[config.mk]
export PLATFORM = sky130hd
export DESIGN_NAME = conv_arbiter
export DESIGN_NICKNAME = d
export VERILOG_FILES = /design/src/rtl/conv_pkg.sv /design/src/rtl/rr_pick_onehot.sv /design/src/rtl/conv_arbiter.sv
export SDC_FILE = /design/constraint.sdc
export NUM_CORES = 1
export LEC_CHECK = 0
export BUFFER_PORTS_ARGS = -buffer_cell sky130_fd_sc_hd__buf_2
export CORE_MARGIN = 3
export CORE_UTILIZATION = 55
export CTS_BUF_LIST = sky130_fd_sc_hd__clkbuf_8
export DETAILED_ROUTE_END_ITERATION = 7
export GPL_TIMING_DRIVEN = 0
export PLACE_DENSITY = 0.8
export SETUP_SLACK_MARGIN = 0.05
export SLEW_MARGIN = 30
export SYNTH_ARGS = -nofsm -noshare
export SYNTH_HDL_FRONTEND = slang
export SYNTH_SLANG_ARGS = --single-unit
[constraint.sdc]
create_clock -name clk -period 1.9 [get_ports clk]
set_clock_uncertainty 0.1 [all_clocks]
set_input_delay 0.38 -clock clk [delete_from_list [all_inputs] [get_ports clk]]
set_output_delay 0.38 -clock clk [all_outputs]
set_load 0.01 [all_outputs]
[src/rtl/conv_pkg.sv]
// Shared types and helpers for the convolution datapath arbiter.
package conv_pkg;

    typedef enum logic [1:0] {
        ARB_IDLE = 2'b00,
        ARB_BUSY = 2'b01,
        ARB_GAP  = 2'b10
    } arb_state_t;

    localparam int MAX_CT = 8;

    // Zero-padded requests above NUM_CT are never picked, so the mod-8 walk is equivalent to mod NUM_CT.
    function automatic logic [MAX_CT-1:0] rr_pick(input logic [MAX_CT-1:0] req,
                                                  input logic [2:0]        last);
        logic [MAX_CT-1:0] pick;
        logic              found;
        logic [2:0]        idx;
        pick  = '0;
        found = 1'b0;
        for (int k = 1; k <= MAX_CT; k++) begin
            idx = last + 3'(k);
            if (!found && req[idx]) begin
                pick[idx] = 1'b1;
                found     = 1'b1;
            end
        end
        return pick;
    endfunction

endpackage

[src/rtl/rr_pick_onehot.sv]
// Round-robin one-hot pick: rotate so index last+1 sits at bit 0, take the lowest set bit, rotate back.
module rr_pick_onehot #(
    parameter int NUM_CT    = 2,
    parameter int LG_NUM_CT = 1
) (
    input  logic [NUM_CT-1:0]    req,
    input  logic [LG_NUM_CT-1:0] last,
    output logic [NUM_CT-1:0]    pick
);

    logic [LG_NUM_CT:0] sh;
    logic [NUM_CT-1:0]  rot;
    logic [NUM_CT-1:0]  rot_pick;

    assign sh       = {1'b0, last} + (LG_NUM_CT+1)'(1);
    assign rot      = NUM_CT'({req, req} >> sh);
    assign rot_pick = rot & (~rot + NUM_CT'(1));
    assign pick     = NUM_CT'({rot_pick, rot_pick} >> (NUM_CT - int'(sh)));

endmodule

[src/rtl/conv_arbiter.sv]
// Round-robin owner of the shared MAC/accumulator datapath and y-stream among NUM_CT control units.
module conv_arbiter
    import conv_pkg::*;
#(
    parameter int NUM_CT     = 2,
    parameter int LG_NUM_CT  = 1,
    parameter int TIMEOUT    = 1024,
    parameter int LG_TIMEOUT = 11
) (
    input  logic                 clk,
    input  logic                 reset,
    input  logic [NUM_CT-1:0]    req,
    input  logic [NUM_CT-1:0]    done,
    output logic [NUM_CT-1:0]    hold_off,
    output logic [NUM_CT-1:0]    gnt,
    output logic [LG_NUM_CT-1:0] sel,
    output logic                 busy,
    input  logic [NUM_CT-1:0]    ct_m_valid_y,
    output logic [NUM_CT-1:0]    ct_m_ready_y,
    output logic                 m_valid_y,
    input  logic                 m_ready_y,
    output logic                 err_proto,
    output logic                 err_timeout
);

    localparam logic [LG_TIMEOUT-1:0] TIMEOUT_CNT = LG_TIMEOUT'(TIMEOUT);

    arb_state_t             state, state_next;
    logic [NUM_CT-1:0]      pick;
    logic [LG_NUM_CT-1:0]   pick_idx;
    logic [LG_NUM_CT-1:0]   last;
    logic [LG_TIMEOUT-1:0]  cnt;
    logic                   owner_done;
    logic                   owner_drop;

    rr_pick_onehot #(
        .NUM_CT    (NUM_CT),
        .LG_NUM_CT (LG_NUM_CT)
    ) u_pick (
        .req  (req),
        .last (last),
        .pick (pick)
    );

    always_comb begin
        pick_idx = '0;
        for (int i = 0; i < NUM_CT; i++) begin
            if (pick[i]) pick_idx = LG_NUM_CT'(i);
        end
    end

    assign owner_done = |(done & gnt);
    assign owner_drop = ~|(req & gnt);

    always_comb begin
        state_next = state;
        case (state)
            ARB_IDLE: if (|req) state_next = ARB_BUSY;
            ARB_BUSY: if (owner_done || owner_drop) state_next = ARB_GAP;
            ARB_GAP:  state_next = ARB_IDLE;
            default:  state_next = ARB_IDLE;
        endcase
    end

    always_ff @(posedge clk or posedge reset) begin
        if (reset) begin
            state       <= ARB_IDLE;
            gnt         <= '0;
            sel         <= '0;
            last        <= LG_NUM_CT'(NUM_CT - 1);
            busy        <= 1'b0;
            cnt         <= '0;
            err_proto   <= 1'b0;
            err_timeout <= 1'b0;
        end else begin
            state <= state_next;
            busy  <= (state_next == ARB_BUSY);
            // gnt is zero outside BUSY, so this also catches any done while not granted
            if (|(done & ~gnt)) err_proto <= 1'b1;
            case (state)
                ARB_IDLE: begin
                    if (|req) begin
                        gnt  <= pick;
                        sel  <= pick_idx;
                        last <= pick_idx;
                        cnt  <= '0;
                    end
                end
                ARB_BUSY: begin
                    if (state_next == ARB_GAP) gnt <= '0;
                    if (cnt != '1) cnt <= cnt + LG_TIMEOUT'(1);
                    if (cnt >= TIMEOUT_CNT) err_timeout <= 1'b1;
                end
                default: ;
            endcase
        end
    end

    assign hold_off     = ~gnt;
    assign m_valid_y    = busy & ct_m_valid_y[sel];
    assign ct_m_ready_y = gnt & {NUM_CT{m_ready_y}};

endmodule

==> reports/results.ini, run 1 <==
[final_layout]
drive_above_1_share=0.236
final_cells=148
layout_commonest_cell=dfrtp_1
areaGrowthSynthToFinish_pct=16.2
fin_nets=134
mostFrequentLayoutCells=dfrtp_1, buf_2, nand2_1
antenna_cells=0
fin_util=0.685
n_fill_cell=147

[clocking]
ctsResizeCount=0
insertion_delay_ps=250
cts_buffers=3
clk_pin_slew_ps=70
cts_hold_buf=0
cts_tree=built
cts_setup_buffers=0
cts.sinks=20
cts_buffer_depth=2
clockRootBuffer=clkbuf_8
htree_levels=1

[setup_path]
cpPeakStageDelay_ps=470
slowest_stage=or4_1
worst-path-buf-inv=0
end_kind=flip-flop
criticalPathCategory=reg -> reg
cp_top_family=simple AND/OR/NAND/NOR gates
critPathArrivalTime_ps=1740
cp-start-kind=flip-flop
crit_fanout=6
crit_chain=ha_1, nand2_1, nor3_2, or4_1, a21oi_1
required_ps=1980

[yosys]
ys_types=39
synth_nets=111
yosys_warnings=0
syn_inst=101
yosysTopAreaCell=dfrtp_1
synth_edf_count=0
avgSynthCellArea_sq_um=10.2
netlist.area_leader.share=0.462
synthArstFlopShare=1.00
netlist_area_sq_um=1030
synthFlopType=dfrtp_1
yosys_register_bits=20
synth.yosys.seq_area_share=0.487
ys_top_cells_by_area=dfrtp_1, nand2_1, mux2i_1

[die]
rows=15
core_sq_um=1750
ios=20
dieWidth_um=49.3
fp.dieH_um=49.3
initial_utilization=0.590
dieArea_sq_um=2430

[global_route]
grt_pass1_vias=808
grt_max_degree=21
grt_use_total=0.197
antenna_found_initial=0
grt_pass1_wl_mm=3.67
grt.overflow.total=0

[timing]
fin_crit_ps=1660
fin_crit_sh=0.874
fin_tns_setup_ps=0
rsz0062_at_grt=false
hold_viol_final=0
fin_hold_ws_ps=133
max_slew_margin=0.520
fmax_mhz=602
drv_slew=0
setup_viol=0
worst_pin_slew_ps=720

[hold_path]
worstHoldPathType=in -> async

[detailed_routing]
ant_nets=0
avgViaCountPerCell=5.67
drt_wl_total_mm=2.05
route.detailed.drc=0
route.vias.total=839
drtPass1Iterations=6
drtIter0Drc=20
post_drt_wl_per_cell_um=13.8

[power_and_ir_drop]
pwr-share-clk=0.190
vdd_drop_max_v=0.000863
internal-power_w=0.000900
p_seq_frac=0.454
p_sw_w=0.000537
combinationalPowerShare=0.356
leakage_nw=0.562
p_sw_frac=0.374
cellPowerDensity_nw_per_um2=1200
finalPower_w=0.00144

[place]
dp.cells=144
place_congestion=0.725
port_buffers=18
hpwl_mm=1.55

[flow_run]
maxCapViolations=0

[run_status]
status=finished clean

[kinds of logic after synthesis]
logic type,count (synthesis),share of synthesized area
and+or+nand+nor,42,0.245
AOI/OAI and AO/OA,28,0.188
DFF,20,0.487
buffers and inverters,5,0.0182
muxes,5,0.0486
adders and majority gates,1,0.0121
[flip-flops by register name, indices dropped and copies added, names as in the netlist]
register / cells
busy: 1
err_proto: 1
err_timeout: 1
state: 2
gnt: 2
last: 1
cnt: 11
sel: 1
[final cells by class]
class,count,area [sq um],area share
Sequential cell,20,502,0.419
Clock buffer,3,41.3,0.0345
Clock inverter,1,3.75,0.00314
Timing Repair Buffer,18,90.1,0.0753
Buffer,1,3.75,0.00314
Multi-Input combinational cell,76,509,0.426
Inverter,4,15.0,0.0126
Tap cell,25,31.3,0.0262
[path summary, 6_finish.rpt]
kind / from / end / slack, ps / cells after the start
min in group clk: done[1] / err_proto / 300 / 2
setup reg to reg: cnt[0] / cnt[7] / 240 / 5
max in group asynchronous: reset / cnt[1] / 1110 / 2
setup / recovery: cnt[0] / cnt[7] / 240 / 5
hold / removal: reset / cnt[3] / 130 / 2
hold reg to reg: err_timeout / err_timeout / 370 / 1
[metal layers]
metal / track usage / routed length [um] / up-vias
li1: - / - / 418
met1: 0.268 / 995 / 400
met2: 0.295 / 938 / 17
met3: 0.0336 / 78 / 4
met4: 0.114 / 34 / 0
met5: 0 / 0 / -
[metrics by stage]
| stage | setup slack, ps | instance area (sq um) |
|---|---|---|
| final | 240 | 1200 |
| after global routing | 110 | 1200 |
| after CTS | 226 | 1200 |
| after global placement | 259 | 1150 |
| after detailed placement | 235 | 1150 |
| after floorplan | 343 | 1030 |
[power by group through the flow]
stage	registers (W)	clock network (W)	logic [W]
after floorplan	0.000655	0	0.000336
after global placement	0.000649	0	0.000500
after detailed placement	0.000659	0	0.000516
after CTS	0.000652	0.000279	0.000518
after global routing	0.000671	0.000308	0.000576
final	0.000652	0.000273	0.000512
[cells in the mapped netlist (3+ instances only)]
| library cell | instances |
|---|---|
| dfrtp_1 | 19 |
| nand2_1 | 14 |
| mux2i_1 | 5 |
| nand3_1 | 5 |
| o21ai_0 | 5 |
| inv_1 | 4 |
| nor2_1 | 4 |
| a21oi_1 | 3 |
| o21a_1 | 3 |
| o31ai_1 | 3 |
No activity file was read; power rests on OpenSTA's default activity.
==> inputs of run 2 (changes only) <==
- CELL_PAD_IN_SITES_DETAIL_PLACEMENT: default -> 1
- CELL_PAD_IN_SITES_GLOBAL_PLACEMENT: default -> 1
- CORE_UTILIZATION: 55 -> 43
- PLACE_DENSITY: 0.8 -> 0.81
==> run 2 against run 1 <==
  * Flip-flop and latch count unchanged
  * Non-clock buffer count stayed put
  * Utilization is 14 points lower
  * Critical endpoint unchanged
==> reports/results.ini, run 2 (synthesized netlist as in run 1, its figures left out) <==
[global_route]
grt.overflow.total=0  ; unchanged
antenna_found_initial=0  ; unchanged
grt_pass1_vias=869  ; +7.5%
grt_max_degree=21  ; unchanged
grt_pass1_wl_mm=4.17  ; +14%
grt_use_total=0.195  ; -0.00238

[clocking]
ctsResizeCount=0  ; unchanged
cts_hold_buf=0  ; unchanged
clockRootBuffer=clkbuf_8
cts_setup_buffers=0  ; unchanged
htree_levels=1  ; unchanged
clk_pin_slew_ps=70  ; about the same
cts.sinks=20  ; unchanged
insertion_delay_ps=260  ; about the same
cts_tree=built
cts_buffers=3  ; unchanged
cts_buffer_depth=2  ; unchanged

[final_layout]
antenna_cells=0  ; unchanged
layout_commonest_cell=dfrtp_1
top_register=cnt
multiInputGateArea_sq_um=509  ; unchanged
fin_nets=134  ; unchanged
largest_reg_flops=11  ; unchanged
ff_latch_area_sq_um=502  ; unchanged
n_fill_cell=264  ; +80%
areaGrowthSynthToFinish_pct=17.5
mostFrequentLayoutCells=dfrtp_1, buf_2, nand2_1
largestRegisters=cnt x11, gnt x2, state x2
drive_above_1_share=0.244  ; +0.00813

[setup_path]
crit_chain=ha_1, nand2_1, nor3_2, or4_1, a21oi_1
crit_fanout=6  ; unchanged
required_ps=1990  ; about the same
worst-path-buf-inv=0  ; unchanged
end_kind=flip-flop
slowest_stage=or4_1
criticalPathCategory=reg -> reg
cp-start-kind=flip-flop
cp_top_family=simple AND/OR/NAND/NOR gates
critPathArrivalTime_ps=1760  ; +20 ps
cpPeakStageDelay_ps=470  ; about the same

[die]
initial_utilization=0.461  ; -0.129
core_sq_um=2230  ; +28%
ios=20  ; unchanged
dieArea_sq_um=3020  ; +24%
fp.dieH_um=54.9  ; +11%
dieWidth_um=54.9  ; +11%
rows=17  ; +2

[power_and_ir_drop]
p_sw_frac=0.374  ; about the same
p_sw_w=0.000562  ; +4.7%
p_seq_frac=0.435  ; -0.019
vdd_drop_max_v=0.000742  ; -14%
internal-power_w=0.000941  ; +4.5%
pwr-share-clk=0.216  ; +0.026
cellPowerDensity_nw_per_um2=1240  ; +3.4%
leakage_nw=0.564  ; +0.33%
combinationalPowerShare=0.349  ; -0.007

[timing]
max_slew_margin=0.498  ; -0.0215
fin_tns_setup_ps=0  ; unchanged
hold_viol_final=0  ; unchanged
drv_slew=0  ; unchanged
fin_hold_ws_ps=143  ; +10.0 ps
fmax_mhz=597  ; -0.92%
setup_viol=0  ; unchanged
worst_pin_slew_ps=752  ; +32.2 ps
fin_crit_sh=0.882  ; +0.00812
rsz0062_at_grt=false
fin_crit_ps=1680  ; +15.4 ps

[place]
place_congestion=0.795  ; +9.7%
hpwl_mm=1.73  ; +12%
port_buffers=18  ; unchanged

[detailed_routing]
avgViaCountPerCell=5.79  ; +2.1%
drtPass1Iterations=4  ; -2
drt_wl_total_mm=2.37  ; +16%
ant_nets=0  ; unchanged
route.detailed.drc=0  ; unchanged
drtIter0Drc=16  ; -20%
post_drt_wl_per_cell_um=15.7  ; +13%
route.vias.total=874  ; +4.2%

[flow_run]
maxCapViolations=0  ; unchanged

[run_status]
status=finished clean

[hold_path]
worstHoldPathType=in -> async

[run 2: cell type report]
type / instances / share of cell area
plain buffers: 1 / 0.00310
well taps: 28 / 0.0290
flip-flops and latches: 20 / 0.415
clock buffers: 4 / 0.0455
multi-input cells: 76 / 0.421
inverters: 4 / 0.0124
repair buffers: 18 / 0.0745
[run 2: per-stage QoR]
| step | power [W] | area (sq um) | setup slack (ps) | util | instances |
|---|---|---|---|---|---|
| floorplan | 0.000991 | 1030 | 343 | - | 101 |
| global placement | 0.00115 | 1150 | 248 | 0.517 | 147 |
| detailed placement | 0.00119 | 1150 | 231 | 0.517 | 147 |
| CTS | 0.00153 | 1210 | 210 | 0.542 | 151 |
| global route | 0.00162 | 1210 | 103 | 0.542 | 151 |
| finish | 0.00150 | 1210 | 224 | 0.542 | 151 |
[run 2: worst reg2reg max path, cell delays in order (launching register included)]
cell	delay, ps
dfrtp_1	440
ha_1	270
nand2_1	100
nor3_2	80
or4_1	480
a21oi_1	150
[run 2: final timing paths]
kind	from	end	slack (ps)	depth (start not counted)
max in group asynchronous	reset	gnt[1]	1090	2
max reg2reg	cnt[0]	cnt[7]	220	5
min in group clk	done[1]	err_proto	290	2
min reg2reg	err_timeout	err_timeout	360	1
min	reset	cnt[2]	140	2
max	cnt[0]	cnt[7]	220	5
[run 2: routing by layer]
layer / part of all wire / GRT usage / wire [um]
met1: 0.46 / 0.264 / 1090
met2: 0.48 / 0.313 / 1130
met3: 0.042 / 0.0322 / 100
met4: 0.019 / 0.0729 / 44
met5: 0 / 0 / 0
[run 2: power by group through the flow]
stage                     registers, W  logic (W)  clock network [W]
after floorplan               0.000655   0.000336                  0
after global placement        0.000651   0.000503                  0
after detailed placement      0.000661   0.000529                  0
after CTS                     0.000653   0.000538           0.000336
after global routing          0.000676   0.000601           0.000346
final                         0.000654   0.000525           0.000325
==> inputs of run 3 (changes only) <==
- ABC_AREA: default -> 1
- BUFFER_PORTS_ARGS: -buffer_cell sky130_fd_sc_hd__buf_2 -> default
- CORE_UTILIZATION: 43 -> 47
- DONT_BUFFER_PORTS: default -> 1
==> run 3 against run 2 <==
  * Clock power rose by 1%
  * Critical path depth rose by 4
  * Hold slack got worse by 110 ps
  * Utilization rose by 2.9 points
  * Total power fell by 2.6%
  * Sequential power fell by 1%
  * Combinational power fell by 6.9%
  * Via count rose by 6.5%
  * Sequential share of layout area rose by 0.85 points
  * Area after synthesis rose by 6.7%
  * Fmax rose by 3.4%
  * Final area fell by 1.8%
  * Largest cell class unchanged
==> reports/results.ini, run 3 <==
[run_status]
status=finished clean

[yosys]
yosysTopAreaCell=dfrtp_1
synth.most_common_cell=nand2_1
ys_types=23  ; -41%
yosys_warnings=0  ; unchanged
synth.yosys.seq_area_share=0.457  ; -0.0305
netlist_area_sq_um=1100  ; +6.7%
synthFlopType=dfrtp_1
synth_nets=151  ; +36%
synthTopCellsByCount=nand2_1, inv_1, dfrtp_1, nand3_1, o21ai_0
synth_edf_count=0  ; unchanged
avgSynthCellArea_sq_um=7.79  ; -24%
syn_inst=141  ; +40%
yosys_register_bits=20  ; unchanged
ys_top_cells_by_area=dfrtp_1, nand2_1, inv_1
netlist.area_leader.share=0.433  ; -0.0289
synthArstFlopShare=1.00  ; unchanged

[detailed_routing]
avgViaCountPerCell=5.41  ; -6.5%
route.detailed.drc=0  ; unchanged
post_drt_wl_per_cell_um=14.2  ; -9.7%
drtPass1Iterations=4  ; unchanged
drtIter0Drc=2  ; -14
ant_nets=0  ; unchanged
route.vias.total=931  ; +6.5%
drt_wl_total_mm=2.44  ; +2.9%

[global_route]
grt_pass1_vias=1013  ; +17%
grt_max_degree=21  ; unchanged
grt_pass1_wl_mm=4.35  ; +4.5%
antenna_found_initial=0  ; unchanged
grt.overflow.total=0  ; unchanged
grt_use_total=0.206  ; +0.0113

[power_and_ir_drop]
cellPowerDensity_nw_per_um2=1230  ; -0.85%
leakage_nw=0.556  ; -1.5%
vdd_drop_max_v=0.000635  ; -14%

[setup_path]
worstSetupEndpoint=cnt[7]
cp-start-kind=flip-flop
crit_fanout=10  ; +4
rrSetupSlack_ps=280  ; +50 ps
worstReg2RegStart=cnt[0]
end_kind=flip-flop
crit-reg2reg-capture=cnt[7]
required_ps=1990  ; about the same
criticalPathCategory=reg -> reg
crit_path_start=cnt[0]
critPathArrivalTime_ps=1710  ; -50 ps
r2r_cells=9  ; +4

[final_layout]
layout_commonest_cell=nand2_1
areaGrowthSynthToFinish_pct=8.20
mostFrequentLayoutCells=nand2_1, inv_1, dfrtp_1
top_register=cnt
largestRegisters=cnt x11, gnt x2, state x2
antenna_cells=0  ; unchanged
multiInputGateArea_sq_um=504  ; -0.98%
ff_latch_area_sq_um=503  ; +0.25%
drive_above_1_share=0.138  ; -0.106
largest_reg_flops=11  ; unchanged
fin_nets=156  ; +16%
final_cells=172  ; +14%
n_fill_cell=262  ; -0.76%
final_cell_area_sq_um=1190  ; -1.8%

[die]
rows=16  ; -1
fp.dieH_um=54.3  ; -1.1%
initial_utilization=0.528  ; +0.0666
ios=20  ; unchanged
dieWidth_um=54.3  ; -1.1%
core_sq_um=2080  ; -6.8%
dieArea_sq_um=2950  ; -2.1%

[clocking]
clk_pin_slew_ps=80  ; about the same
cts_setup_buffers=0  ; unchanged
cts.sinks=20  ; unchanged
cts_buffers=3  ; unchanged
htree_levels=1  ; unchanged
clockRootBuffer=clkbuf_8
insertion_delay_ps=260  ; about the same
cts_buffer_depth=2  ; unchanged
cts_tree=built

[place]
place_area_sq_um=1130  ; -2.0%
place_congestion=0.825  ; +3.8%
hpwl_mm=1.84  ; +6.0%
port_buffers=0  ; -18
dp.cells=168  ; +14%
dp_slack_ps=225  ; -5.95 ps

[timing]
setup_viol=0  ; unchanged
worst_pin_slew_ps=757  ; +4.93 ps
rsz0062_at_grt=false
fin_tns_setup_ps=0  ; unchanged
worst_slack_ps=279  ; +54.6 ps
drv_slew=0  ; unchanged
max_slew_margin=0.495  ; -0.00329
hold_viol_final=0  ; unchanged
fmax_mhz=617  ; +3.4%
fin_crit_ps=1620  ; -54.6 ps
fin_crit_sh=0.853  ; -0.0287

[hold_path]
worstHoldPathType=in -> async

[flow_run]
maxCapViolations=0  ; unchanged

## run 3: cell count changes in the layout (fill, tap and decap cells not counted), moves of 5 or more
cell and delta:
inv_1 +17, mux2i_1 -5, nand3_1 +10, nand2_1 +25
o21ai_0 +6, nor2_1 +6, buf_2 -17
## run 3: routing by layer
metal	vias to the layer above	track usage	share of wire
li1	457	-	-
met1	442	0.237	0.43
met2	23	0.367	0.50
met3	9	0.0381	0.045
met4	0	0.0954	0.029
met5	-	0	0
## run 3: worst min-delay path by stage
stage          cells after the start     end  slack (ps)  start
3_3_place_gp                       1    busy         360  reset
3_5_place_dp                       1    busy         360  reset
5_1_grt                            1  cnt[3]          90  reset
2_1_floorplan                      1    busy         240  reset
4_1_cts                            1    busy          70  reset
6_report                           1     sel          30  reset
## run 3: worst max-delay path: stages (launching register included)
cell	delay, ps
dfrtp_2	450
ha_1	200
nand2_2	80
nor2_4	180
nand3_2	120
nand2_2	100
nand2_4	80
clkinv_4	110
nand2_1	70
o21ai_2	60
## run 3: layout make-up
class | instances | area share
multi-input combinational | 98 | 0.424
inverter | 22 | 0.0737
sequential | 20 | 0.423
buffer | 1 | 0.00421
tap | 27 | 0.0284
clock buffer | 4 | 0.0463
## run 3: power by group
| group | switching, W | leakage [nW] | total, W | internal (W) |
|---|---|---|---|---|
| Sequential | 0.000116 | 0.258 | 0.000646 | 0.000530 |
| Clock | 0.000144 | 0.0288 | 0.000329 | 0.000185 |
| Combinational | 0.000350 | 0.269 | 0.000489 | 0.000139 |
| Total | 0.000611 | 0.556 | 0.00146 | 0.000853 |
## run 3: per-stage QoR
| stage | hold slack [ps] | utilization | power [W] |
|---|---|---|---|
| final | 33.4 | 0.571 | 0.00146 |
| after global routing | 89.2 | 0.571 | 0.00160 |
| after CTS | 66.2 | 0.570 | 0.00149 |
| after detailed placement | 355 | 0.544 | 0.00115 |
| after global placement | 357 | 0.544 | 0.00114 |
| after floorplan | 243 | - | 0.00102 |
## run 3: logic make-up after synthesis
group	after synthesis	synth area share
and+or+nand+nor	75	0.315
buffers and inverters	23	0.0843
AOI/OAI and AO/OA	21	0.124
DFF	20	0.457
xor gates and xnor gates	1	0.00797
adders and majority gates	1	0.0114
## run 3: what timing repair did
| item | 4_1_cts | 5_1_grt |
|---|---|---|
| resized for setup | 0 | 1 |
| hold buffers | 0 | 0 |
| setup endpoints to repair | 0 | 6 |
| endpoints found under the hold margin | 0 | 0 |
